--- src/rtl/uut_result_packer.sv ---
// Times one UUT run in clk cycles and serves the result as an 8-byte record
// (count MSB first, status, two pad bytes, XOR checksum), one byte per request.
module uut_result_packer #(
   parameter int          COUNT_WIDTH    = 32,
   parameter logic [31:0] TIMEOUT_CYCLES = 32'd100000000
) (
   input  logic                   clk,
   input  logic                   rst,
   input  logic                   start,
   input  logic                   clear,
   input  logic                   end_uut,
   input  logic                   err_uut,
   output logic                   busy,
   output logic                   rec_ready,
   output logic                   timed_out,
   output logic [COUNT_WIDTH-1:0] cycles,
   input  logic                   byte_req,
   output logic [7:0]             byte_data,
   output logic                   byte_valid,
   output logic                   byte_last
);

   typedef enum logic [1:0] {IDLE, RUN, DONE, SEND} state_t;

   state_t                 state_q, state_d;
   logic [COUNT_WIDTH-1:0] count_q, count_d, count_inc;
   logic [COUNT_WIDTH-1:0] cycles_q, cycles_d;
   logic                   timed_out_q, timed_out_d;
   logic                   end_q, end_d, err_q, err_d;
   logic [2:0]             idx_q, idx_d;
   logic [7:0]             byte_data_q, byte_data_d;
   logic                   byte_valid_q, byte_valid_d;
   logic                   byte_last_q, byte_last_d;
   logic [7:0]             status;
   logic [7:0]             cksum;
   logic [63:0]            rec;
   logic                   tmo_hit;

   assign count_inc = (&count_q) ? count_q : count_q + COUNT_WIDTH'(1);
   assign tmo_hit   = (TIMEOUT_CYCLES != 32'd0) && (count_inc == COUNT_WIDTH'(TIMEOUT_CYCLES));

   assign status = {5'b0, timed_out_q, err_q, end_q};
   assign cksum  = cycles_q[31:24] ^ cycles_q[23:16] ^ cycles_q[15:8] ^ cycles_q[7:0] ^ status;
   assign rec    = {cycles_q, status, 16'h0000, cksum};

   always_comb begin
      state_d      = state_q;
      count_d      = count_q;
      cycles_d     = cycles_q;
      timed_out_d  = timed_out_q;
      end_d        = end_q;
      err_d        = err_q;
      idx_d        = idx_q;
      byte_data_d  = byte_data_q;
      byte_valid_d = 1'b0;
      byte_last_d  = 1'b0;
      case (state_q)
         IDLE: begin
            if (start) begin
               count_d     = '0;
               timed_out_d = 1'b0;
               state_d     = RUN;
            end
         end
         RUN: begin
            count_d = count_inc;
            // A UUT completion in the timeout cycle is a real result, not a hang.
            if (end_uut || err_uut) begin
               cycles_d = count_inc;
               end_d    = end_uut;
               err_d    = err_uut;
               state_d  = DONE;
            end else if (tmo_hit) begin
               cycles_d    = COUNT_WIDTH'(TIMEOUT_CYCLES);
               timed_out_d = 1'b1;
               end_d       = 1'b0;
               err_d       = 1'b0;
               state_d     = DONE;
            end
         end
         DONE: begin
            if (byte_req) begin
               byte_data_d  = rec[63:56];
               byte_valid_d = 1'b1;
               idx_d        = 3'd1;
               state_d      = SEND;
            end
         end
         SEND: begin
            // Byte 7 is on the bus this cycle; the record is fully drained.
            if (byte_last_q) begin
               state_d = IDLE;
               idx_d   = 3'd0;
            end else if (byte_req) begin
               byte_data_d  = rec[{3'd7 - idx_q, 3'b000} +: 8];
               byte_valid_d = 1'b1;
               byte_last_d  = (idx_q == 3'd7);
               idx_d        = idx_q + 3'd1;
            end
         end
         default: state_d = IDLE;
      endcase
   end

   always_ff @(posedge clk) begin
      if (rst || clear) begin
         state_q      <= IDLE;
         count_q      <= '0;
         cycles_q     <= '0;
         timed_out_q  <= 1'b0;
         end_q        <= 1'b0;
         err_q        <= 1'b0;
         idx_q        <= 3'd0;
         byte_data_q  <= 8'h00;
         byte_valid_q <= 1'b0;
         byte_last_q  <= 1'b0;
      end else begin
         state_q      <= state_d;
         count_q      <= count_d;
         cycles_q     <= cycles_d;
         timed_out_q  <= timed_out_d;
         end_q        <= end_d;
         err_q        <= err_d;
         idx_q        <= idx_d;
         byte_data_q  <= byte_data_d;
         byte_valid_q <= byte_valid_d;
         byte_last_q  <= byte_last_d;
      end
   end

   assign busy       = (state_q == RUN);
   assign rec_ready  = (state_q == DONE) || (state_q == SEND);
   assign timed_out  = timed_out_q;
   assign cycles     = cycles_q;
   assign byte_data  = byte_data_q;
   assign byte_valid = byte_valid_q;
   assign byte_last  = byte_last_q;

endmodule

--- config.mk ---
export PLATFORM = sky130hd
export DESIGN_NAME = uut_result_packer
export DESIGN_NICKNAME = d
export VERILOG_FILES = /design/src/rtl/uut_result_packer.sv
export SDC_FILE = /design/constraint.sdc
export NUM_CORES = 1
export LEC_CHECK = 0
export CAP_MARGIN = 20
export CORE_UTILIZATION = 60
export CTS_BUF_LIST = sky130_fd_sc_hd__clkbuf_8
export CTS_CLUSTER_SIZE = 10
export DETAILED_ROUTE_END_ITERATION = 8
export PLACE_DENSITY = 0.83
export SLEW_MARGIN = 10
export SYNTH_ARGS = -nofsm -noshare
export SYNTH_HDL_FRONTEND = slang
export SYNTH_SLANG_ARGS = --single-unit
--- constraint.sdc ---
create_clock -name clk -period 6.2 [get_ports clk]
set_input_delay 0.93 -clock clk [delete_from_list [all_inputs] [get_ports clk]]
set_output_delay 0.93 -clock clk [all_outputs]
set_load 0.05 [all_outputs]
==> results of run 1 <==
-- where the power goes --
group | internal [mW] | switching, mW | total, mW | leakage (nW)
clock | 0.152 | 0.227 | 0.379 | 0.0930
sequential | 0.530 | 0.00498 | 0.535 | 0.661
combinational | 0.0269 | 0.0638 | 0.0906 | 1.25
-- per-layer routing --
layer  vias to the layer above  part of all wire, %
met3                        81                  8.9
li1                       2476                    -
met1                      2580                   39
met4                         0                  3.9
met5                         -                    0
met2                       340                   48
-- worst max path at each step --
stage / startpoint / end / slack [ns] / cells past startpoint
after detailed placement: count_q[0] / cycles[21] / 2.00 / 10
final: count_q[0] / cycles[15] / 1.88 / 10
after CTS: count_q[0] / cycles[15] / 1.92 / 10
after floorplan: count_q[0] / cycles[25] / 2.40 / 11
after global placement: count_q[0] / cycles[21] / 2.16 / 10
after global routing: count_q[0] / cycles[15] / 1.60 / 10
-- state kept, by name, summed over array words and instances (netlist names) --
| register | count |
|---|---|
| err_q | 1 |
| byte_valid | 1 |
| end_q | 1 |
| idx_q | 3 |
| byte_last | 1 |
| count_q | 32 |
| cycles | 32 |
| timed_out | 1 |
| state_q | 2 |
| byte_data | 8 |
-- area by class of cell --
type	count	area [um^2]
inverter	10	37.54
sequential	82	1642
timing repair buffer	56	548.0
tap	108	135.1
fill	716	2721
multi-input combinational	522	3407
clock buffer	9	123.9
clock inverter	7	63.81
-- metrics by stage --
| stage | hold WS (ns) | cell area (um^2) | utilization (%) | cells |
|---|---|---|---|---|
| final | 0.5026 | 5957 | 68.64 | 794 |
| after floorplan | 0.4709 | 5328 | - | 666 |
| after global placement | 0.4690 | 5762 | 66.39 | 777 |
| after global routing | 0.5408 | 5957 | 68.64 | 794 |
| after detailed placement | 0.4790 | 5762 | 66.39 | 777 |
| after CTS | 0.4996 | 5949 | 68.56 | 793 |
-- cell usage after synthesis (4+ instances only) --
library cell,instances
nor2_1,83
dfxtp_1,82
a21oi_1,68
nand2_1,50
o21ai_0,36
clkbuf_1,33
xnor2_1,29
xor2_1,23
nand3_1,21
nand4_1,15
a22oi_1,11
a31oi_1,11
nor3_1,11
and2_1,10
buf_2,10
inv_1,10
a211oi_1,9
a22o_1,8
and3_1,8
and4_1,8
mux4_2,8
nor4_1,8
or4_1,8
ha_1,7
mux2i_1,7
nor2b_1,7
o221a_2,7
o21a_1,6
buf_4,5
o2bb2ai_1,5
or3_1,5
nand4b_1,4
-- critical path, delay by kind of cell, from the launching register on --
family | cells | cell delay [ns]
compound gates | 2 | 0.46
fa+ha+maj | 1 | 0.33
flops | 1 | 0.46
mux | 1 | 0.42
simple gates | 6 | 2.57
-- logic make-up (layout without fill, tap and decap cells) --
group	Yosys count	in the layout	share of synthesized area [%]
buffers and inverters	62	82	5.237
XOR/XNOR	52	52	8.548
flip-flops	82	82	30.81
multiplexers	17	17	5.120
AO/OA/AOI/OAI	186	186	22.78
adder cells (fa/ha/maj)	7	7	1.644
AND/OR/NAND/NOR	260	260	25.86
==> results.cfg, run 1 <==
[outcome]
status = finished clean

[drt]
avgViaCountPerCell = 6.898
drtIter0Drc = 508
firstDrtPassIters = 5
wire_per_inst_um = 22.06
wl_mm = 17.52
via_count = 5477
ant_nets = 0
drc = 0

[setup_path]
path_cells = ha_1 -> nand4_2 -> or4_1 -> nor3_1 -> mux2_2 -> or4_4 -> nor4_4 -> a31oi_4 -> nor2_2 -> o221a_2
rr_endpoint = cycles[15]
end_kind = register
worstReg2RegStart = count_q[0]
crit_type = reg -> reg
crit_required_ns = 6.51
regToRegSetupSlack_ns = 1.88
r2r_cells = 10
critPathArrivalTime_ns = 4.63
critical_path.slowest_cell = or4_1
start_kind = register
path_max_fanout = 12
max_stage_delay_ns = 0.60

[clock_network]
cts_hold_buf = 0
clk_pin_slew_worst_paths_ns = 0.10
htreeDepth = 3
cts_resized = 0
cts_buffer_depth = 2
clock_latency_ns = 0.37
cts.sinks = 82
tritoncts = yes
cts_root_buf = clkbuf_8
post_cts_buffers = 0
cts_buffers = 9

[sta]
fmax_mhz = 231.3
slew_headroom_pct = 26.37
finalSetupViolations = 0
report.final.slew_viol_count = 0
finalHoldViolations = 0
rsz0062_at_grt = no
fin_ws_ns = 1.877
worst_pin_slew_ns = 1.100
min_period_ns = 4.323
finalSetupTns_ns = 0
period_share_pct = 69.73
fin_worst_skew_ns = 0.01838

[logic_synthesis]
synthFlopType = dfxtp_1
synth_fp_nets = 680
synth_top_cell_by_area = dfxtp_1
synth_cells = 666
ys_seq_area_share_pct = 30.81
synth_top_area_share_pct = 30.81
synth-seq-cells = 82
synth-edff-count = 0
ys_warn_count = 0
avgSynthCellArea_um2 = 7.999
synth.distinct_cells = 68
async_flop_share_pct = 0
synth_area_mm2 = 0.005328
synth_area_leaders = dfxtp_1 (31%), a21oi_1 (6.4%), nor2_1 (5.8%), xnor2_1 (4.8%), xor2_1 (3.8%)

[placement]
hpwl_mm = 12.78
port_buffers = 51
preCtsSetupSlack_ns = 2.004
place.gp.congestion = 0.9783

[die]
core-area_mm2 = 0.008678
num_rows = 34
dieArea_mm2 = 0.009260
initial_core_util_pct = 61.39
die_w_um = 96.23
die_h_um = 96.23
ios = 52

[power_and_ir_drop]
p_per_area_mw_per_mm2 = 168.6
finalPower_mw = 1.004
irDropWorstVdd_v = 0.0001005
cellLeakagePower_nw = 2.005

[grt]
grt_use_met1_pct = 46.40
grt_pass1_vias = 4787
top_usage_layer = met2
grt_usage_pct = 38.37
grt_util_met3_pct = 7.899
grt_max_degree = 59
grt_util_met2_pct = 65.78
grt_pass1_wl_mm = 26.22
antenna_found_initial = 0
overflow = 0

[cells_and_area]
diodes = 0
syn2layout_area_growth_pct = 11.81
final_common_cell = nor2_1
drive_gt1_share_pct = 8.309
final_cell_mix = nor2_1 (83), dfxtp_1 (82), a21oi_1 (68), clkdlybuf4s50_1 (51), nand2_1 (50)
fin_nets = 695

[worst_hold_path]
min_from = byte_data[1]
holdPathStages = 2
hold-path-endpoint = byte_data[1]
min_path_type = reg -> reg

[job]
max-cap-violations = 0
Note: power is estimated with default switching activity, not from simulation.
==> run 2: changes to the inputs <==
clock period = 4.45 ns   (was 6.2 ns; I/O delays follow)
==> results.cfg, run 2 (synthesized netlist as in run 1, its figures left out) <==
[placement]
dp_cells = 788
preCtsSetupSlack_ns = 0.2954
place.gp.congestion = 0.9852
port_buffers = 51
hpwl_mm = 12.03

[sta]
slew_headroom_pct = 34.32
fin_ws_ns = 0.3398
finalSetupViolations = 0
fmax_mhz = 243.3
report.final.slew_viol_count = 0
finalSetupTns_ns = 0
fin_worst_skew_ns = 0.01356
period_share_pct = 92.36
finalHoldViolations = 0
rsz0062_at_grt = no
worst_pin_slew_ns = 0.9786
min_period_ns = 4.110

[cells_and_area]
diodes = 0
layout.cells.non_filler = 806
finish.utilization_pct = 70.10
fin_nets = 707
final_cell_mix = nor2_1 (83), dfxtp_1 (82), a21oi_1 (68), clkdlybuf4s50_1 (51), nand2_1 (50)
syn2layout_area_growth_pct = 14.18
fill_cells = 739
drive_gt1_share_pct = 10.03
final_common_cell = nor2_1

[drt]
wl_mm = 16.10
ant_nets = 0
drtIter0Drc = 446
firstDrtPassIters = 6
avgViaCountPerCell = 6.532
via_count = 5265
drc = 0
wire_per_inst_um = 19.98

[outcome]
status = finished clean

[grt]
grt_pass1_vias = 4710
overflow = 0
antenna_found_initial = 0
grt_max_degree = 58
grt_usage_pct = 35.38
grt_pass1_wl_mm = 24.26

[clock_network]
tritoncts = yes
cts_buffers = 9
cts_root_buf = clkbuf_8
clock_latency_ns = 0.37
cts.sinks = 82
cts_buffer_depth = 2
post_cts_buffers = 0
clk_pin_slew_worst_paths_ns = 0.09
htreeDepth = 3

[die]
dieArea_mm2 = 0.009260
initial_core_util_pct = 61.39
die_h_um = 96.23
die_w_um = 96.23
ios = 52
num_rows = 34
core-area_mm2 = 0.008678

[setup_path]
end_kind = register
critical_path.slowest_cell = or4_1
start_kind = register
max_stage_delay_ns = 0.62
crit_required_ns = 4.71
crit_type = reg -> reg
regToRegSetupSlack_ns = 0.34
r2r_cells = 10
path_max_fanout = 14
rr_endpoint = cycles[6]
critPathArrivalTime_ns = 4.37
path_cells = ha_1 -> nand4_2 -> or4_1 -> nor3_2 -> mux2_2 -> or4_4 -> nor4_4 -> a31oi_4 -> o21a_2 -> a22o_1
worstReg2RegStart = count_q[0]

[worst_hold_path]
min_path_type = reg -> reg
min_from = byte_data[1]
hold-path-endpoint = byte_data[1]
holdPathStages = 2

[power_and_ir_drop]
p_per_area_mw_per_mm2 = 239.1
irDropWorstVdd_v = 0.0001274
cellLeakagePower_nw = 2.077

[job]
max-cap-violations = 0
run 2: cell count changes in the layout (fill, tap and decap cells not counted), sizes merged:
| cell | before | now |
|---|---|---|
| buf | 5 | 17 |
| bufinv | 0 | 1 |
| clkinv | 4 | 0 |
| clkinvlp | 1 | 2 |
| inv | 12 | 14 |
run 2: layer usage:
layer / vias up / wire (um) / global-route usage (%)
li1: 2485 / - / -
met1: 2466 / 6474 / 42.88
met2: 268 / 7705 / 60.22
met3: 46 / 1374 / 6.872
met4: 0 / 546 / 16.17
met5: - / 0 / 0
run 2: layout make-up:
cell class | count | area [um^2] | area share, %
flip-flops and latches | 82 | 1642 | 26.98
clock buffers | 9 | 123.9 | 2.036
inverters | 10 | 37.54 | 0.6170
clock inverters | 7 | 82.58 | 1.357
multi-input cells | 522 | 3417 | 56.17
well taps | 108 | 135.1 | 2.221
repair buffers | 68 | 645.6 | 10.61
run 2: through the flow:
step	area (um^2)	power, mW	hold slack, ns
6_report	6083	1.455	0.4961
5_1_grt	6083	1.506	0.5287
4_1_cts	6051	1.449	0.5057
3_5_place_dp	5844	0.8810	0.4816
3_3_place_gp	5844	0.8778	0.4680
2_1_floorplan	5328	0.8457	0.4709
run 2: what timing repair did:
action	in CTS	in global routing
setup endpoints to repair	0	7
hold buffers	0	0
gates resized for setup	0	2
run 2: critical path: cells and delay by family (launching register included):
family                   cells  cell delay (ns)
AO/OA/AOI/OAI                3             0.80
adder cells (fa/ha/maj)      1             0.33
flip-flops                   1             0.45
multiplexers                 1             0.41
AND/OR/NAND/NOR              5             2.02
run 2: worst max-delay path by stage:
stage | from | to | cells past startpoint
CTS | count_q[0] | cycles[21] | 10
floorplan | count_q[0] | cycles[28] | 11
detailed placement | count_q[0] | cycles[21] | 10
global route | count_q[0] | cycles[27] | 10
global placement | count_q[0] | cycles[21] | 10
finish | count_q[0] | cycles[6] | 10
run 2: power by group:
part | internal (mW) | total [mW] | switching, mW
Sequential | 0.738 | 0.745 | 0.00676
Clock | 0.269 | 0.585 | 0.315
Combinational | 0.0391 | 0.125 | 0.0860
==> run 3: changes to the inputs <==
CORE_MARGIN = 2   (was unset)
==> results.cfg, run 3 (synthesized netlist as in run 1, its figures left out) <==
[clock_network]
cts_buffers = 9
cts.sinks = 82
tritoncts = yes
clk_pin_slew_worst_paths_ns = 0.10
cts_root_buf = clkbuf_8
htreeDepth = 3
clock_latency_ns = 0.36
cts_buffer_depth = 2

[grt]
grt_pass1_vias = 5002
grt_max_degree = 58
antenna_found_initial = 0
top_usage_layer = met2
overflow = 0
grt_pass1_wl_mm = 26.99
grt_usage_pct = 35.26
grt_util_met3_pct = 6.442
grt_use_met1_pct = 46.08
grt_util_met2_pct = 55.80

[setup_path]
start_kind = register
crit_required_ns = 4.70
critPathArrivalTime_ns = 4.39
critical_path.slowest_cell = or4_1
critPathTopFamily = simple AND/OR/NAND/NOR gates
r2r_cells = 10
path_max_fanout = 14
max_stage_delay_ns = 0.61
cp_num_cells = 10
startpoint = count_q[1]
path_cells = ha_1 -> nand4_2 -> or4_1 -> nor3_2 -> mux2_2 -> or4_4 -> nor4_4 -> a31oi_4 -> o21a_2 -> a22o_1
crit_type = reg -> reg
end_kind = register
worstReg2RegStart = count_q[1]
cp.buffers_inverters = 0

[sta]
min_period_ns = 4.133
period_share_pct = 92.87
fmax_mhz = 242.0
rsz0062_at_grt = no
worst_pin_slew_ns = 1.052
finalHoldViolations = 0
finalSetupViolations = 0
fin_worst_skew_ns = 0.01383
slew_headroom_pct = 29.41
report.final.slew_viol_count = 0
finalSetupTns_ns = 0

[power_and_ir_drop]
p_sw_share_pct = 27.68
clkPwrFrac_pct = 39.5
finalPower_mw = 1.436
combPwrFrac_pct = 8.6
irDropWorstVdd_v = 0.0001416
seqPwrFrac_pct = 51.9
p_per_area_mw_per_mm2 = 236.0
p_sw_mw = 0.3976
internal-power_mw = 1.039
cellLeakagePower_nw = 2.086

[worst_hold_path]
min_from = byte_data[6]
min_path_type = reg -> reg
holdPathStages = 2

[drt]
drc = 0
ant_nets = 0
via_count = 5372
firstDrtPassIters = 5
wire_per_inst_um = 20.60
avgViaCountPerCell = 6.649
drtIter0Drc = 470
wl_mm = 16.64

[cells_and_area]
fill_cells = 727
final_common_cell = nor2_1
seq_area_mm2 = 0.001642
drive_gt1_share_pct = 10.29
final_cell_mix = nor2_1 (83), dfxtp_1 (82), a21oi_1 (68), clkdlybuf4s50_1 (51), nand2_1 (50)
fin_nets = 709
diodes = 0
multiInputGateArea_mm2 = 0.003417
syn2layout_area_growth_pct = 14.23

[die]
initial_core_util_pct = 61.39
die_h_um = 98.23
die_w_um = 98.23
num_rows = 34
dieArea_mm2 = 0.009649
ios = 52
core-area_mm2 = 0.008678

[job]
max-cap-violations = 0

[placement]
place.gp.congestion = 1.007
hpwl_mm = 12.61
port_buffers = 51

[outcome]
status = finished clean
run 3: what timing repair did:
item | 4_1_cts | 5_1_grt
hold buffers | 0 | 0
endpoints found under the setup margin | 0 | 12
buffers inserted | 0 | 0
resized for setup | 0 | 2
run 3: layout make-up:
type | count | area share [%]
Clock buffer | 9 | 2.035
Clock inverter | 7 | 1.275
Inverter | 10 | 0.6168
Multi-Input combinational cell | 522 | 56.15
Sequential cell | 82 | 26.97
Tap cell | 108 | 2.220
Timing Repair Buffer | 70 | 10.73
run 3: worst paths after layout:
check	slack [ns]	to
max	0.32	cycles[29]
min	0.49	byte_data[6]
max reg2reg	0.32	cycles[29]
min reg2reg	0.49	byte_data[6]
run 3: power by group through the flow:
stage                     Clock [mW]  Combinational [mW]  Sequential [mW]
after CTS                      0.571               0.121            0.745
after global routing           0.606               0.133            0.746
after global placement             0               0.117            0.762
final                          0.568               0.123            0.745
after floorplan                    0              0.0741            0.772
after detailed placement           0               0.120            0.762
run 3: worst register-to-register path, stage by stage, from the launching register on:
cell     delay, ns
dfxtp_1       0.47
ha_1          0.34
nand4_2       0.26
or4_1         0.62
nor3_2        0.33
mux2_2        0.40
or4_4         0.50
nor4_4        0.32
a31oi_4       0.18
o21a_2        0.35
a22o_1        0.26
run 3: metrics by stage:
stage	hold WS (ns)	std cells	area, um^2	utilization, %	setup slack (ns)
floorplan	0.4709	666	5328	-	0.6485
finish	0.4941	808	6086	70.13	0.3174
detailed placement	0.4771	792	5874	67.69	0.2744
CTS	0.4988	808	6076	70.01	0.2197
global route	0.5194	808	6086	70.13	0.07551
global placement	0.4694	792	5874	67.69	0.4216
run 3: per-layer routing:
layer | up-vias | part of all wire, %
met5 | - | 0
met4 | 0 | 5.6
met3 | 68 | 8.8
met2 | 295 | 46
met1 | 2514 | 40
li1 | 2495 | -
